===== config.mk =====
export PLATFORM = sky130hd
export DESIGN_NAME = muldiv_sequencer
export DESIGN_NICKNAME = d
export VERILOG_FILES = /design/src/rtl/muldiv_sequencer.sv
export SDC_FILE = /design/constraint.sdc
export NUM_CORES = 1
export LEC_CHECK = 0
export CAP_MARGIN = 20
export CORE_UTILIZATION = 39
export CTS_CLUSTER_SIZE = 10
export DETAILED_ROUTE_END_ITERATION = 10
export GPL_TIMING_DRIVEN = 1
export PLACE_DENSITY = 0.63
export SLEW_MARGIN = 20
export SYNTH_ARGS = -nofsm -noshare
export SYNTH_HDL_FRONTEND = slang
export SYNTH_SLANG_ARGS = --single-unit

===== constraint.sdc =====
create_clock -name clk -period 4.05 [get_ports clk]
set_clock_uncertainty 0.1 [all_clocks]
set_input_delay 0.405 -clock clk [delete_from_list [all_inputs] [get_ports clk]]
set_output_delay 0.405 -clock clk [all_outputs]
set_load 0.01 [all_outputs]

===== src/rtl/muldiv_sequencer.sv =====
// Iterative RV32M multiply/divide controller: 32-cycle shift-add multiply and restoring divide.
// Optional build macro MULDIV_FAST_MUL_EN: single-cycle combinational multiply for the MUL family.
module muldiv_sequencer #(
    parameter int unsigned BITS = 32
) (
    input  logic            clk,
    input  logic            rst_n,
    input  logic            start,
    input  logic [4:0]      op,
    input  logic [BITS-1:0] rs1_data,
    input  logic [BITS-1:0] rs2_data,
    input  logic            kill,
    output logic            stall,
    output logic            busy,
    output logic            done,
    output logic [BITS-1:0] result
);

    // ALUCtrl codes shared with alu_control_def.v
    localparam logic [4:0] ALUCTRL_MUL    = 5'd16;
    localparam logic [4:0] ALUCTRL_MULH   = 5'd17;
    localparam logic [4:0] ALUCTRL_MULHSU = 5'd18;
    localparam logic [4:0] ALUCTRL_MULHU  = 5'd19;
    localparam logic [4:0] ALUCTRL_DIV    = 5'd20;
    localparam logic [4:0] ALUCTRL_DIVU   = 5'd21;
    localparam logic [4:0] ALUCTRL_REM    = 5'd22;
    localparam logic [4:0] ALUCTRL_REMU   = 5'd23;

    localparam logic [BITS-1:0] INT_MIN    = {1'b1, {(BITS-1){1'b0}}};
    localparam logic [4:0]      LAST_COUNT = 5'(BITS - 1);

    typedef enum logic [1:0] {
        IDLE,
        CALC,
        FIX,
        DONE
    } state_t;

    state_t            state;
    logic [4:0]        count;
    logic [2*BITS-1:0] acc;
    logic [BITS-1:0]   opa;
    logic              neg_a;
    logic              neg_b;
    logic              is_mul;
    logic              sel_hi;

    logic              op_valid;
    logic              op_mul;
    logic              op_high;
    logic              op_rem;
    logic              sgn1;
    logic              sgn2;
    logic              neg1;
    logic              neg2;
    logic [BITS-1:0]   mag1;
    logic [BITS-1:0]   mag2;
    logic              div_zero;
    logic              div_ovf;
    logic              special;
    logic              launch;
    logic [BITS-1:0]   special_result;

    logic [BITS:0]     mul_sum;
    logic [BITS:0]     div_shift;
    logic              div_ge;
    logic [BITS-1:0]   div_sub;
    logic [2*BITS-1:0] acc_next;
    logic [2*BITS-1:0] prod;
    logic [BITS-1:0]   quo;
    logic [BITS-1:0]   rem;
    logic [BITS-1:0]   fix_result;

`ifdef MULDIV_FAST_MUL_EN
    logic [2*BITS-1:0] fast_prod;
`endif

    always_comb begin
        op_valid = 1'b1;
        op_mul   = 1'b0;
        op_high  = 1'b0;
        op_rem   = 1'b0;
        sgn1     = 1'b0;
        sgn2     = 1'b0;
        case (op)
            ALUCTRL_MUL: begin
                op_mul = 1'b1;
                sgn1   = 1'b1;
                sgn2   = 1'b1;
            end
            ALUCTRL_MULH: begin
                op_mul  = 1'b1;
                op_high = 1'b1;
                sgn1    = 1'b1;
                sgn2    = 1'b1;
            end
            ALUCTRL_MULHSU: begin
                op_mul  = 1'b1;
                op_high = 1'b1;
                sgn1    = 1'b1;
            end
            ALUCTRL_MULHU: begin
                op_mul  = 1'b1;
                op_high = 1'b1;
            end
            ALUCTRL_DIV: begin
                sgn1 = 1'b1;
                sgn2 = 1'b1;
            end
            ALUCTRL_DIVU: begin
            end
            ALUCTRL_REM: begin
                op_rem = 1'b1;
                sgn1   = 1'b1;
                sgn2   = 1'b1;
            end
            ALUCTRL_REMU: begin
                op_rem = 1'b1;
            end
            default: op_valid = 1'b0;
        endcase
    end

    always_comb begin
        neg1     = sgn1 & rs1_data[BITS-1];
        neg2     = sgn2 & rs2_data[BITS-1];
        mag1     = neg1 ? -rs1_data : rs1_data;
        mag2     = neg2 ? -rs2_data : rs2_data;
        div_zero = op_valid & ~op_mul & (rs2_data == '0);
        div_ovf  = op_valid & ~op_mul & sgn1 & (rs1_data == INT_MIN) & (rs2_data == '1);
        special  = div_zero | div_ovf;
`ifdef MULDIV_FAST_MUL_EN
        special  = special | (op_valid & op_mul);
`endif
        launch   = start & op_valid & ((state == IDLE) || (state == DONE));
        stall    = (state == CALC) || (state == FIX) || (launch & ~special);
    end

    always_comb begin
        special_result = '0;
        if (div_zero) begin
            special_result = op_rem ? rs1_data : '1;
        end else if (div_ovf) begin
            special_result = op_rem ? '0 : INT_MIN;
        end
`ifdef MULDIV_FAST_MUL_EN
        // Sign-extending both operands to 2*BITS makes the low 2*BITS of the product exact.
        fast_prod = {{BITS{neg1}}, rs1_data} * {{BITS{sgn2 & rs2_data[BITS-1]}}, rs2_data};
        if (op_mul) begin
            special_result = op_high ? fast_prod[2*BITS-1:BITS] : fast_prod[BITS-1:0];
        end
`endif
    end

    // acc holds {partial product high, multiplier} or {partial remainder, dividend/quotient}.
    always_comb begin
        mul_sum   = {1'b0, acc[2*BITS-1:BITS]} + ({1'b0, opa} & {(BITS+1){acc[0]}});
        div_shift = {acc[2*BITS-1:BITS], acc[BITS-1]};
        div_ge    = div_shift >= {1'b0, opa};
        div_sub   = div_shift[BITS-1:0] - opa;
        if (is_mul) begin
            acc_next = {mul_sum, acc[BITS-1:1]};
        end else if (div_ge) begin
            acc_next = {div_sub, acc[BITS-2:0], 1'b1};
        end else begin
            acc_next = {div_shift[BITS-1:0], acc[BITS-2:0], 1'b0};
        end
    end

    always_comb begin
        prod = neg_a ? -acc : acc;
        quo  = neg_a ? -acc[BITS-1:0] : acc[BITS-1:0];
        rem  = neg_b ? -acc[2*BITS-1:BITS] : acc[2*BITS-1:BITS];
        if (is_mul) begin
            fix_result = sel_hi ? prod[2*BITS-1:BITS] : prod[BITS-1:0];
        end else begin
            fix_result = sel_hi ? rem : quo;
        end
    end

    always_ff @(posedge clk or negedge rst_n) begin
        if (!rst_n) begin
            state  <= IDLE;
            count  <= '0;
            acc    <= '0;
            opa    <= '0;
            neg_a  <= 1'b0;
            neg_b  <= 1'b0;
            is_mul <= 1'b0;
            sel_hi <= 1'b0;
            busy   <= 1'b0;
            done   <= 1'b0;
            result <= '0;
        end else if (kill) begin
            state <= IDLE;
            count <= '0;
            busy  <= 1'b0;
            done  <= 1'b0;
        end else begin
            unique case (state)
                IDLE, DONE: begin
                    done <= 1'b0;
                    if (launch) begin
                        if (special) begin
                            state  <= DONE;
                            done   <= 1'b1;
                            result <= special_result;
                        end else begin
                            state  <= CALC;
                            busy   <= 1'b1;
                            count  <= '0;
                            acc    <= {{BITS{1'b0}}, op_mul ? mag2 : mag1};
                            opa    <= op_mul ? mag1 : mag2;
                            neg_a  <= neg1 ^ neg2;
                            neg_b  <= neg1;
                            is_mul <= op_mul;
                            sel_hi <= op_high | op_rem;
                        end
                    end else if (state == DONE) begin
                        state <= IDLE;
                    end
                end
                CALC: begin
                    acc   <= acc_next;
                    count <= count + 1'b1;
                    if (count == LAST_COUNT) begin
                        state <= FIX;
                    end
                end
                FIX: begin
                    result <= fix_result;
                    busy   <= 1'b0;
                    done   <= 1'b1;
                    state  <= DONE;
                end
                default: state <= IDLE;
            endcase
        end
    end

endmodule


==> results of run 1 <==
[cells in the final DEF (no fill, tap or decap), drive strengths merged, types with 21 or more instances in the layout]
cell	netlist	final
a211oi	39	39
a21o	21	21
a21oi	159	159
a31oi	27	27
buf	24	118
clkdlybuf4s50	0	106
dfrtp	141	141
ha	74	74
inv	76	78
mux2	25	25
mux2i	30	30
nand2	217	217
nand2b	22	22
nand3	30	30
nand4	21	21
nor2	198	198
nor3	33	33
o21ai	249	249
o31ai	27	27
xnor2	83	83
xor2	86	86
[worst max-delay path, cell delays in order]
cell,delay (ns)
clkdlybuf4s50_1,0.43
nor4_1,0.34
buf_4,0.18
nand3b_1,0.10
or4_4,0.52
o41ai_4,0.42
nor2_1,0.16
or2_2,0.31
clkdlybuf4s50_1,0.48
[final cells by class]
class | count | area share
sequential | 141 | 0.206
clock buffer | 19 | 0.0259
antenna | 1 | 0.000146
clock inverter | 12 | 0.00958
inverter | 76 | 0.0167
multi-input combinational | 1585 | 0.589
timing repair buffer | 225 | 0.119
tap | 461 | 0.0337
[kinds of logic after synthesis]
group	share of synthesized area
XOR/XNOR	0.103
AO/OA/AOI/OAI	0.283
flip-flops	0.246
adder cells (fa/ha/maj)	0.0674
multiplexers	0.0406
AND/OR/NAND/NOR	0.205
buffers and inverters	0.0537
[synth_stat cells (all sizes together) (22+ instances only)]
| cell type | count |
|---|---|
| a211oi | 39 |
| a21oi | 159 |
| a31oi | 27 |
| buf | 24 |
| clkbuf | 92 |
| dfrtp | 141 |
| ha | 74 |
| inv | 76 |
| mux2 | 25 |
| mux2i | 30 |
| nand2 | 217 |
| nand2b | 22 |
| nand3 | 30 |
| nor2 | 198 |
| nor3 | 33 |
| o21ai | 249 |
| o31ai | 27 |
| xnor2 | 83 |
| xor2 | 86 |
[routing by layer]
metal,track usage,vias to the layer above
li1,-,7167
met1,0.393,7150
met2,0.449,648
met3,0.0473,115
met4,0.127,2
met5,0,-
[worst paths after layout]
path | startpoint | end | slack (ns)
setup / recovery | rs1_data[5] | stall | 0.18
hold / removal | opa[22] | opa[22] | 0.38
setup reg to reg | acc[0] | acc[61] | 0.22
hold reg to reg | opa[22] | opa[22] | 0.38
max in group asynchronous | rst_n | result[6] | 2.44
min in group asynchronous | rst_n | opa[4] | 0.51
[power breakdown]
group	switching [mW]	internal, mW
Combinational	2.84	1.92
Sequential	0.487	1.81
Clock	0.704	0.988
Total	4.03	4.72
[what timing repair did]
item                                    in CTS  in global routing
resized for setup                            0                  2
hold buffers                                 1                  0
endpoints found under the setup margin       0                  4
endpoints found under the hold margin       81                  0
[flip-flops by register name (all words and copies together) (netlist names)]
name    cells
acc        64
opa        32
result     32
count       5
state       2
busy        1
done        1
is_mul      1
neg_a       1
neg_b       1
sel_hi      1
==> impl_metrics.tcl, run 1 <==
set metrics [dict create \
    fin_hold_ws_ns 0.378 \
    via_count 15082 \
    syn_inst 1918 \
    rr_worst_depth 13 \
    ys_seq_area_frac 0.246 \
    coreArea_um2 35800 \
    yosys.area.top_type "dfrtp_1" \
    numCtsBuffers 17 \
    drv_cap 0 \
    dieHeight_um 194 \
    met1_length_um 23800 \
    dp.cells 2487 \
    wirelength_um 54100 \
    finalCriticalPeriod_ns 3.87 \
    yosys.area.top_type_share 0.246 \
    io_pins 108 \
    grt_max_degree 83 \
    cts_tree "yes" \
    worst_pin_slew_ns 1.03 \
    wl_met2_um 23800 \
    ir_worst_vdd_mv 0.279 \
    topRoutingLayerUsed "met5" \
    status "finished clean" \
    fmax_mhz 258 \
    io_buffers 107 \
    start_kind "primary input" \
    final_antenna_net_count 0 \
    finalNetCount 2195 \
    drtIter0Drc 1462 \
    slew_viol_final 0 \
    slew_headroom 0.312 \
    clk_pin_slew_worst_paths_ns 0.07 \
    start_util 0.400 \
    cts-root-buf "clkbuf_16" \
    dp_slack_ns 0.149 \
    ys_async_sr_fraction 1.00 \
    rows 69 \
    hold_class "reg2reg" \
    cts_buffer_depth 2 \
    yosysWarningCount 0 \
    syn_area_um2 14300 \
    grt_pass1_vias 14115 \
    overflow 0 \
    critPathKind "in2out" \
    finalHoldViolCount 0 \
    rsz0062_at_grt "false" \
    clock_sinks 141 \
    dr.pass1.iters 6 \
    viasPerCell 5.98 \
    antenna_found_initial 2 \
    fin_crit_sh 0.956 \
    cp.arrival_ns 3.37 \
    area_delta_synth_final_pct 19.4 \
    seqCellArea_um2 3530 \
    h-tree-depth 4 \
    fillers 3517 \
    dieWidth_um 194 \
    cts_setup_buffers 0 \
    wire_per_inst_um 21.5 \
    drive_above_1_share 0.104 \
    dieArea_um2 37500 \
    hold_depth 2 \
    dpl_cell_area_um2 16500 \
    synth-main-ff-cell "dfrtp_1" \
    grt_pass1_wl_um 83700 \
    synth_fp_nets 2067 \
    clk-insertion-delay-late_ns 0.46 \
    syn_avg_cell_area_um2 7.47 \
    power.total_mw 8.74 \
    drc 0 \
    gp_congestion 0.962 \
    synth_edf_count 0 \
    synthTopCellsByArea "dfrtp_1, o21ai_0, ha_1, nand2_1, a21oi_1" \
    cp_max_fo 4 \
    ys_ff_latch 141 \
    finalSetupViolCount 0 \
    multi_input_area_um2 10100 \
    p_per_area_nw_per_um2 511 \
    finalSetupTns_ns 0 \
    p_leak_nw 7.39 \
    cp_data_required_time_ns 3.54 \
    fin_area_um2 17100 \
    layout.cells.non_filler 2520 \
    utilization 0.477 \
    wl_met3_um 4140 \
    grt_usage 0.288 \
    fin_ws_ns 0.179 \
    hpwl_um 42900 \
    ys_types 87 \
    end_kind "primary output" \
]
Power figures use the tool's default switching activity.
==> run 2: changes to the inputs <==
--- a/config.mk
+++ b/config.mk
@@ -6,11 +6,12 @@
 export NUM_CORES = 1
 export LEC_CHECK = 0
 export CAP_MARGIN = 20
-export CORE_UTILIZATION = 39
+export CORE_MARGIN = 2
+export CORE_UTILIZATION = 50
 export CTS_CLUSTER_SIZE = 10
 export DETAILED_ROUTE_END_ITERATION = 10
 export GPL_TIMING_DRIVEN = 1
-export PLACE_DENSITY = 0.63
+export PLACE_DENSITY = 0.76
 export SLEW_MARGIN = 20
 export SYNTH_ARGS = -nofsm -noshare
 export SYNTH_HDL_FRONTEND = slang
==> run 2 against run 1 <==
Effect of this change:
- the run now ends with negative hold slack left
- combinational power about the same
- flip-flop and latch count unchanged
- cell count decreased by 3.3%
- worst setup slack lost 0.034 ns
- hold slack worse by 0.42 ns
- count of clock-buffer cells in the layout fell by 2
- sequential share of layout area up 0.14 points
- first-iteration DRC count rose by 20%
- die area decreased by 20%
- clock power shrank 7%
- non-clock buffer count rose by 1
- via count grew 1.6%
- highest routed layer unchanged
==> impl_metrics.tcl, run 2 (synthesis gave the netlist of run 1 again) <==
set metrics [dict create \
    rows 61 \
    slowest_delay_ns 0.64 \
    start_kind "primary input" \
    end_kind "primary output" \
    cp_max_fo 5 \
    drtIter0Drc 1756 \
    final_common_cell "o21ai_0" \
    start_util 0.511 \
    fmax_mhz 256 \
    critPathTopFamily "simple AND/OR/NAND/NOR gates" \
    area_delta_synth_final_pct 18.6 \
    numCtsBuffers 17 \
    dieWidth_um 173 \
    cp.arrival_ns 3.40 \
    antenna_found_initial 1 \
    grt_pass1_wl_um 80800 \
    viasPerCell 6.29 \
    h-tree-depth 4 \
    clk_pin_slew_worst_paths_ns 0.07 \
    rsz0062_at_grt "false" \
    drive_above_1_share 0.107 \
    largest_reg_flops 64 \
    io_pins 108 \
    worst_pin_slew_ns 1.00 \
    io_buffers 107 \
    slew_viol_final 0 \
    cts_buffer_depth 2 \
    hpwl_um 41000 \
    cp_data_required_time_ns 3.54 \
    via_count 15329 \
    final_antenna_net_count 0 \
    finalNetCount 2196 \
    ir_worst_vdd_mv 0.273 \
    p_leak_nw 7.40 \
    path_depth 9 \
    clock_sinks 141 \
    wirelength_um 52100 \
    overflow 0 \
    fin_crit_sh 0.964 \
    grt_usage 0.340 \
    gp_congestion 1.01 \
    hold_class "in2async" \
    fin_hold_ws_ns -0.0417 \
    grt_max_degree 101 \
    drv_cap 0 \
    dieHeight_um 173 \
    top_register "acc" \
    coreArea_um2 28000 \
    drc 0 \
    grt_pass1_vias 14204 \
    largestRegisters "acc x64, opa x32, result x32" \
    crit_top_cell "clkdlybuf4s50_1" \
    crit_slowest_cell "nor4_1" \
    rr_worst_depth 12 \
    critPathKind "in2out" \
    status "complete, but fails checks" \
    path_buf_inv 3 \
    finalSetupViolCount 0 \
    violations "negative hold slack" \
    p_per_area_nw_per_um2 507 \
    finalSetupTns_ns 0 \
    path_cells "clkdlybuf4s50_1 -> nor4_1 -> nand4_1 -> nand4b_1 -> o41ai_4 -> buf_4 -> nor2_1 -> or2_2 -> clkdlybuf4s50_1" \
    cts_tree "yes" \
    cts-root-buf "clkbuf_16" \
    wire_per_inst_um 21.4 \
    dieArea_um2 30000 \
    diodes 0 \
    dr.pass1.iters 6 \
    finalHoldViolCount 13 \
    fillers 2614 \
    finalCriticalPeriod_ns 3.91 \
    clk-insertion-delay-late_ns 0.44 \
    final_cell_mix "o21ai_0, nand2_1, nor2_1" \
    slew_headroom 0.331 \
]
-- run 2: changes by cell type in the layout (fill, tap and decap cells not counted), moves of 2 or more --
cell | previous run | this run
nor3b_2 | 0 | 2
inv_6 | 2 | 6
inv_8 | 0 | 4
nor3b_1 | 5 | 3
bufinv_16 | 3 | 0
clkinv_4 | 3 | 1
clkinvlp_4 | 4 | 2
-- run 2: final timing paths --
kind	slack, ns	start	to
worst max register to register	0.17	acc[33]	result[26]
worst max-delay path	0.14	rs2_data[11]	stall
worst min-delay path	-0.04	rst_n	result[12]
min in group clk	0.38	result[20]	result[20]
max in group asynchronous	3.11	rst_n	acc[49]
worst min register to register	0.38	result[20]	result[20]
-- run 2: layout make-up --
cell class | instances | area (µm²) | area share
Clock buffer | 17 | 425 | 0.0250
Clock inverter | 15 | 143 | 0.00840
Inverter | 76 | 285 | 0.0168
Multi-Input combinational cell | 1585 | 10100 | 0.593
Sequential cell | 141 | 3530 | 0.208
Tap cell | 378 | 473 | 0.0278
Timing Repair Buffer | 226 | 2050 | 0.121
-- run 2: worst reg2reg max path, stage by stage, from the launching register on --
cell and delay [ns]:
dfrtp_1 0.48, inv_1 0.19, ha_1 0.22, or3b_2 0.53
or4_1 0.51, or4_1 0.57, or3_1 0.37, o21ai_0 0.16
nand2_1 0.08, xnor2_1 0.17, mux2i_1 0.16, nand2_1 0.08
a31oi_1 0.18
-- run 2: timing repair --
item / 4_1_cts / 5_1_grt
setup buffers: 0 / 1
resized for setup: 0 / 3
setup endpoints to repair: 0 / 18
hold buffers: 0 / 0
-- run 2: report_power, final --
part	internal (mW)	switching, mW	total (mW)
Combinational	1.92	2.81	4.73
Clock	0.817	0.753	1.57
Sequential	1.81	0.507	2.32
Total	4.55	4.07	8.62
-- run 2: stage by stage --
| step | power (mW) | std cells | util | instance area [µm²] | worst slack (ns) |
|---|---|---|---|---|---|
| 2_1_floorplan | 5.33 | 1918 | - | 14300 | 0.555 |
| 3_3_place_gp | 6.82 | 2405 | 0.585 | 16400 | 0.124 |
| 3_5_place_dp | 6.91 | 2405 | 0.585 | 16400 | 0.0723 |
| 4_1_cts | 8.49 | 2437 | 0.606 | 17000 | 0.0682 |
| 5_1_grt | 9.13 | 2438 | 0.606 | 17000 | 0.00549 |
| 6_report | 8.62 | 2438 | 0.606 | 17000 | 0.145 |
-- run 2: metal layers --
metal / vias up / wire length [µm] / GRT usage
li1: 7199 / - / -
met1: 7208 / 21600 / 0.453
met2: 796 / 23600 / 0.551
met3: 124 / 4590 / 0.0522
met4: 2 / 2170 / 0.145
met5: - / 13 / 0
